### config.mk
export PLATFORM = sky130hd
export DESIGN_NAME = gpio_mmio
export DESIGN_NICKNAME = d
export VERILOG_FILES = /design/src/rtl/gpio_pkg.sv /design/src/rtl/sevenseg_scan.sv /design/src/rtl/gpio_mmio.sv
export SDC_FILE = /design/constraint.sdc
export NUM_CORES = 1
export LEC_CHECK = 0
export BUFFER_PORTS_ARGS = -buffer_cell sky130_fd_sc_hd__buf_4
export CAP_MARGIN = 0
export CELL_PAD_IN_SITES_DETAIL_PLACEMENT = 1
export CELL_PAD_IN_SITES_GLOBAL_PLACEMENT = 1
export CORE_ASPECT_RATIO = 0.5
export CORE_MARGIN = 4
export CORE_UTILIZATION = 42
export CTS_BUF_LIST = sky130_fd_sc_hd__clkbuf_8
export DETAILED_ROUTE_END_ITERATION = 10
export PLACE_DENSITY_LB_ADDON = 0.3
export SYNTH_ARGS = -nofsm -noshare
export SYNTH_HDL_FRONTEND = slang
export SYNTH_SLANG_ARGS = --single-unit
### constraint.sdc
create_clock -name i_mclk -period 12 [get_ports i_mclk]
set_input_delay 2.4 -clock i_mclk [delete_from_list [all_inputs] [get_ports i_mclk]]
set_output_delay 2.4 -clock i_mclk [all_outputs]
set_load 0.01 [all_outputs]
### src/rtl/gpio_pkg.sv
// Shared constants for the GPIO MMIO block: register offsets and the
// active-low seven-segment glyph table ({dp,g,f,e,d,c,b,a}).
package gpio_pkg;

  localparam logic [7:0] SW_VAL_OFF  = 8'h00;
  localparam logic [7:0] SW_EDGE_OFF = 8'h08;
  localparam logic [7:0] LED_OFF     = 8'h10;
  localparam logic [7:0] HEX_OFF     = 8'h18;

  localparam logic [7:0] SEG_TABLE [16] = '{
    8'hC0, 8'hF9, 8'hA4, 8'hB0, 8'h99, 8'h92, 8'h82, 8'hF8,
    8'h80, 8'h90, 8'h88, 8'h83, 8'hC6, 8'hA1, 8'h86, 8'h8E
  };

endpackage

### src/rtl/sevenseg_scan.sv
// Time-multiplexed scan of two 4-digit banks. Anodes and segments are both
// registered from the same next-digit value so they switch on the same edge.
module sevenseg_scan
  import gpio_pkg::*;
#(
  parameter int REFRESH_DIV = 50000
) (
  input  logic        i_mclk,
  input  logic        i_reset,
  input  logic [31:0] hex_next,
  output logic [3:0]  d0_a,
  output logic [3:0]  d1_a,
  output logic [7:0]  d0_seg,
  output logic [7:0]  d1_seg
);

  localparam int CW = $clog2(REFRESH_DIV + 1);

  logic [CW-1:0] refresh_cnt;
  logic [1:0]    digit_idx;
  logic [1:0]    digit_next;
  logic          wrap;
  logic [3:0]    d0_nib;
  logic [3:0]    d1_nib;

  // NOTE: every signal assigned in always_comb gets a default first so no
  // path through the block can leave it unassigned and infer a latch.
  always_comb begin
    wrap       = (refresh_cnt == CW'(REFRESH_DIV - 1));
    digit_next = digit_idx;
    if (wrap) digit_next = digit_idx + 2'd1;
    d0_nib = hex_next[3:0];
    d1_nib = hex_next[19:16];
    unique case (digit_next)
      2'd0: begin d0_nib = hex_next[3:0];   d1_nib = hex_next[19:16]; end
      2'd1: begin d0_nib = hex_next[7:4];   d1_nib = hex_next[23:20]; end
      2'd2: begin d0_nib = hex_next[11:8];  d1_nib = hex_next[27:24]; end
      2'd3: begin d0_nib = hex_next[15:12]; d1_nib = hex_next[31:28]; end
    endcase
  end

  // NOTE: sequential state uses non-blocking assignments so every register
  // samples pre-edge values regardless of statement order.
  always_ff @(posedge i_mclk) begin
    if (i_reset) begin
      refresh_cnt <= '0;
      digit_idx   <= 2'd0;
      d0_a        <= 4'b1110;
      d1_a        <= 4'b1110;
      d0_seg      <= SEG_TABLE[0];
      d1_seg      <= SEG_TABLE[0];
    end else begin
      refresh_cnt <= wrap ? '0 : refresh_cnt + 1'b1;
      digit_idx   <= digit_next;
      d0_a        <= ~(4'b0001 << digit_next);
      d1_a        <= ~(4'b0001 << digit_next);
      d0_seg      <= SEG_TABLE[d0_nib];
      d1_seg      <= SEG_TABLE[d1_nib];
    end
  end

endmodule

### src/rtl/gpio_mmio.sv
// Memory-mapped GPIO: debounced switches with sticky rising-edge flags,
// an LED register and a 32-bit hex register shown on two 4-digit displays.
module gpio_mmio
  import gpio_pkg::*;
#(
  parameter int          N               = 64,
  parameter logic [63:0] BASE            = 64'h0000_0000_0000_0800,
  parameter int          DEBOUNCE_CYCLES = 100000,
  parameter int          REFRESH_DIV     = 50000
) (
  input  logic         i_mclk,
  input  logic         i_reset,
  input  logic [15:0]  i_sw,
  input  logic [N-1:0] i_addr,
  input  logic         i_memread,
  input  logic         i_memwrite,
  input  logic [N-1:0] i_wdata,
  output logic [N-1:0] o_rdata,
  output logic         o_hit,
  output logic [15:0]  o_led,
  output logic [7:0]   D0_seg,
  output logic [7:0]   D1_seg,
  output logic [3:0]   D0_a,
  output logic [3:0]   D1_a
);

  localparam logic [N-1:0] ADDR_SW_VAL  = N'(BASE + 64'(SW_VAL_OFF));
  localparam logic [N-1:0] ADDR_SW_EDGE = N'(BASE + 64'(SW_EDGE_OFF));
  localparam logic [N-1:0] ADDR_LED     = N'(BASE + 64'(LED_OFF));
  localparam logic [N-1:0] ADDR_HEX     = N'(BASE + 64'(HEX_OFF));
  localparam int           DW           = $clog2(DEBOUNCE_CYCLES + 1);

  logic          sel_sw_val, sel_sw_edge, sel_led, sel_hex;
  logic [15:0]   sw_meta, sw_sync, sw_samp;
  logic [15:0]   sw_val, sw_val_next, sw_edge, sw_edge_next, rise, agree;
  logic [15:0]   led;
  logic [31:0]   hex, hex_next;
  logic [DW-1:0] tick_cnt;
  logic          tick;

  always_comb begin
    sel_sw_val  = (i_addr == ADDR_SW_VAL);
    sel_sw_edge = (i_addr == ADDR_SW_EDGE);
    sel_led     = (i_addr == ADDR_LED);
    sel_hex     = (i_addr == ADDR_HEX);
    o_hit       = sel_sw_val | sel_sw_edge | sel_led | sel_hex;
    o_rdata     = '0;
    if (sel_sw_val)  o_rdata = N'(sw_val);
    if (sel_sw_edge) o_rdata = N'(sw_edge);
    if (sel_led)     o_rdata = N'(led);
    if (sel_hex)     o_rdata = N'(hex);
  end

  // A bit follows the samples only when the last two ticks saw the same level.
  always_comb begin
    tick        = (tick_cnt == DW'(DEBOUNCE_CYCLES - 1));
    agree       = ~(sw_sync ^ sw_samp);
    sw_val_next = sw_val;
    if (tick) sw_val_next = (agree & sw_sync) | (~agree & sw_val);
    rise         = sw_val_next & ~sw_val;
    sw_edge_next = ((i_memread && sel_sw_edge) ? 16'h0000 : sw_edge) | rise;
    hex_next     = (i_memwrite && sel_hex) ? i_wdata[31:0] : hex;
  end

  always_ff @(posedge i_mclk) begin
    if (i_reset) begin
      sw_meta  <= '0;
      sw_sync  <= '0;
      sw_samp  <= '0;
      sw_val   <= '0;
      sw_edge  <= '0;
      tick_cnt <= '0;
      led      <= '0;
      hex      <= '0;
    end else begin
      sw_meta  <= i_sw;
      sw_sync  <= sw_meta;
      if (tick) sw_samp <= sw_sync;
      sw_val   <= sw_val_next;
      sw_edge  <= sw_edge_next;
      tick_cnt <= tick ? '0 : tick_cnt + 1'b1;
      if (i_memwrite && sel_led) led <= i_wdata[15:0];
      hex      <= hex_next;
    end
  end

  assign o_led = led;

  // The scanner registers from hex_next so a write shows on the very next cycle.
  sevenseg_scan #(
    .REFRESH_DIV (REFRESH_DIV)
  ) u_scan (
    .i_mclk   (i_mclk),
    .i_reset  (i_reset),
    .hex_next (hex_next),
    .d0_a     (D0_a),
    .d1_a     (D1_a),
    .d0_seg   (D0_seg),
    .d1_seg   (D1_seg)
  );

endmodule

==> impl_results.md <==
* Status: completed
* Final #Nets at 1275
* Die area at 22210 um^2
* Dpl hpwl at 18090 um
* Total global routing overflow at 0
* Yosys warning total at 0
* CTS tree: yes
* Netlist cell types at 72
* Leak at 4.096 nW
* Syn Area/Cell at 8.709 um^2
* Post-Syn Area at 8299 um^2
* CTS clk-pin slew, worst paths at 0.09 ns
* Filler cell count at 2363
* Final cell count without fillers at 1392
* Layout area overhead at 21.56%
* Async set or reset register ratio after synthesis at 0
* Slew Limit Fails at 0
* Setup violators final at 0
* Via density at 5.263
* Iteration-0 DRC Markers at 369
* Clock Latency Late Sink at 0.47 ns
* Fin crit share at 0.6951
* Gr usage total at 0.2238
* Die height at 107.4 um
* Via count at 7326
* Gpl congestion at 0.8259
* First-pass GRT wire length at 39680 um
* Most frequent cells in the layout: buf_4, dfxtp_1, nand2_1
* Die width at 206.8 um
* Hold_buf cts at 0
* Cells resized by post-CTS repair at 0
* Synthesized instance count at 953
* Ys flop type: dfxtp_1
* Core ar. at 19410 um^2
* FMAX at 119.9 MHz
* Pin count of the biggest net entering global routing at 85
* Setup repair after global routing missed its margin: no
* H-tree depth at 4
* Arrival @ worst endpoint at 5.94 ns
* Worst slew pin tran at 1.147 ns
* Fraction of layout cells with a size suffix above 1 at 0.2389
* Tmin final at 8.341 ns
* DR pass1 iterations at 4
* Initial core utilization at 0.4275
* Pre-CTS WS at 3.679 ns
* CTS Buf Count at 17
* Postcts setup bufs at 0
* Residual DRC at 0
* Max Root-Sink Buffers at 2
* Max cap viols at 0
* CP required at 9.60 ns
* Pwr Density at 106.8 nW/um^2
* Setup TNS at 0 ns
* Tightest Hold Check Type: reg2reg
* Relative slew slack at 0.2319
* CP endpoint kind: primary output
* Sequential-to-total area share from yosys stat at 0.4366
* Seq cells post-synth at 181
* Setup CP Type: in2out
* Worst-path maximum fanout at 19
* IO Count at 253
* IO Port Bufs at 186
* DRT Wirelength at 24840 um
* Placement Rows at 36
* Endpoints failing hold at 0
* Worst Skew at 0.01329 ns
* Avg WL per Cell at 17.85 um
* Diode count at 0
* Antenna violations before repair at 0
* Worst setup margin at 3.659 ns
* Commonest non-fill, non-tap cell in the layout: buf_4
* Maximum VDD drop at 0.00006194 V
* Placed instance count at 1360
* Root cell of the clock tree: clkbuf_8
* Final antenna-violating net count at 0
* Final Power at 0.001077 W
* TritonCTS Sinks at 181
* Crit path launch type: primary input
* Number of synthesized flops with an enable pin at 0
* Vias in the first global route at 7756
## worst max-delay path: stages
cell and delay (ns):
buf_4 0.11, nor4_1 0.41, nand4_1 0.27, nor4_4 0.91
nand2_1 0.30, nor3b_2 1.00, nand2_1 0.12, a21oi_1 0.25
buf_4 0.16
## state kept, by name (all words and copies together), names as in the netlist
signal and count:
sw_meta 16, sw_val 16, u_scan.digit_idx 2, sw_edge 16, u_scan.refresh_cnt 16, u_scan.d0_seg 7
hex 32, o_led 16, sw_samp 16, u_scan.d0_a 4, u_scan.d1_seg 7, sw_sync 16
tick_cnt 17
## metal layers
metal,routed length [um],up-vias,GRT usage
li1,-,3557,-
met1,10740,3643,0.2726
met2,12990,107,0.4084
met3,825,19,0.04576
met4,291,0,0.05137
met5,0,-,0
## Yosys cell counts, drive strengths merged (2+ instances only)
cell type	instances	area, um^2
nand3	32	170.2
clkbuf	36	135.1
xnor2	12	105.1
nand3b	19	142.6
o21ai	40	211.5
nand4	8	56.30
nor4b	2	23.77
xor2	18	157.7
nor3b	2	25.02
buf	49	362.8
ha	14	175.2
and3	25	156.4
o32ai	3	33.79
a31oi	5	46.29
inv	14	52.55
or3	2	12.51
mux2	13	157.7
or4	2	18.77
a221oi	18	175.2
nand2	142	540.5
a221o	2	20.02
and2	32	202.7
o31ai	2	15.01
o221ai	4	41.29
nor3	5	25.02
nor2	76	301.5
dfxtp	181	3623
o21bai	2	15.01
conb	2	7.510
mux2i	19	190.2
nor2b	34	212.7
a21oi	102	533.0
and4	2	17.52
nor4	19	186.4
## per-stage QoR
| step | cell area (um^2) | util | hold WS, ns |
|---|---|---|---|
| floorplan | 8419 | - | 0.4138 |
| global placement | 9711 | 0.5002 | 0.4172 |
| detailed placement | 9711 | 0.5002 | 0.4299 |
| CTS | 10090 | 0.5197 | 0.4540 |
| global route | 10090 | 0.5197 | 0.4715 |
| finish | 10090 | 0.5197 | 0.4520 |
## worst paths after layout
kind	from	end	slack, ns	cells after the start
setup / recovery	i_addr[12]	o_rdata[15]	3.66	9
hold / removal	sw_meta[0]$_SDFF_PP0_	sw_sync[0]$_SDFF_PP0_	0.45	1
setup reg to reg	u_scan.refresh_cnt[12]$_SDFF_PP0_	u_scan.d1_seg[3]$_SDFF_PP0_	8.15	11
hold reg to reg	sw_meta[0]$_SDFF_PP0_	sw_sync[0]$_SDFF_PP0_	0.45	1
## cell type report
type	count	area, um^2	area share
tap	266	332.8	0.03299
clock buffer	18	247.7	0.02456
clock inverter	14	130.1	0.01290
timing repair buffer	194	1456	0.1444
inverter	14	52.55	0.005209
multi-input combinational	705	4245	0.4208
sequential	181	3623	0.3592
## report_power, final
group          leakage (nW)  switching [W]  internal, W   total, W
combinational          2.44      0.0000279    0.0000300  0.0000579
clock                 0.195       0.000237     0.000172   0.000409
sequential             1.47     0.00000372     0.000607   0.000611
total                  4.10       0.000268     0.000809    0.00108
## kinds of logic after synthesis
kind of cell / count (synthesis) / synth area share
compound gates: 190 / 0.1440
xor+xnor: 30 / 0.03166
fa+ha+maj: 14 / 0.02111
buf+inv: 99 / 0.06633
flops: 181 / 0.4366
mux: 33 / 0.04462
other cells: 2 / 0.0009049
simple gates: 404 / 0.2548
(Power assumes the default switching activity.)
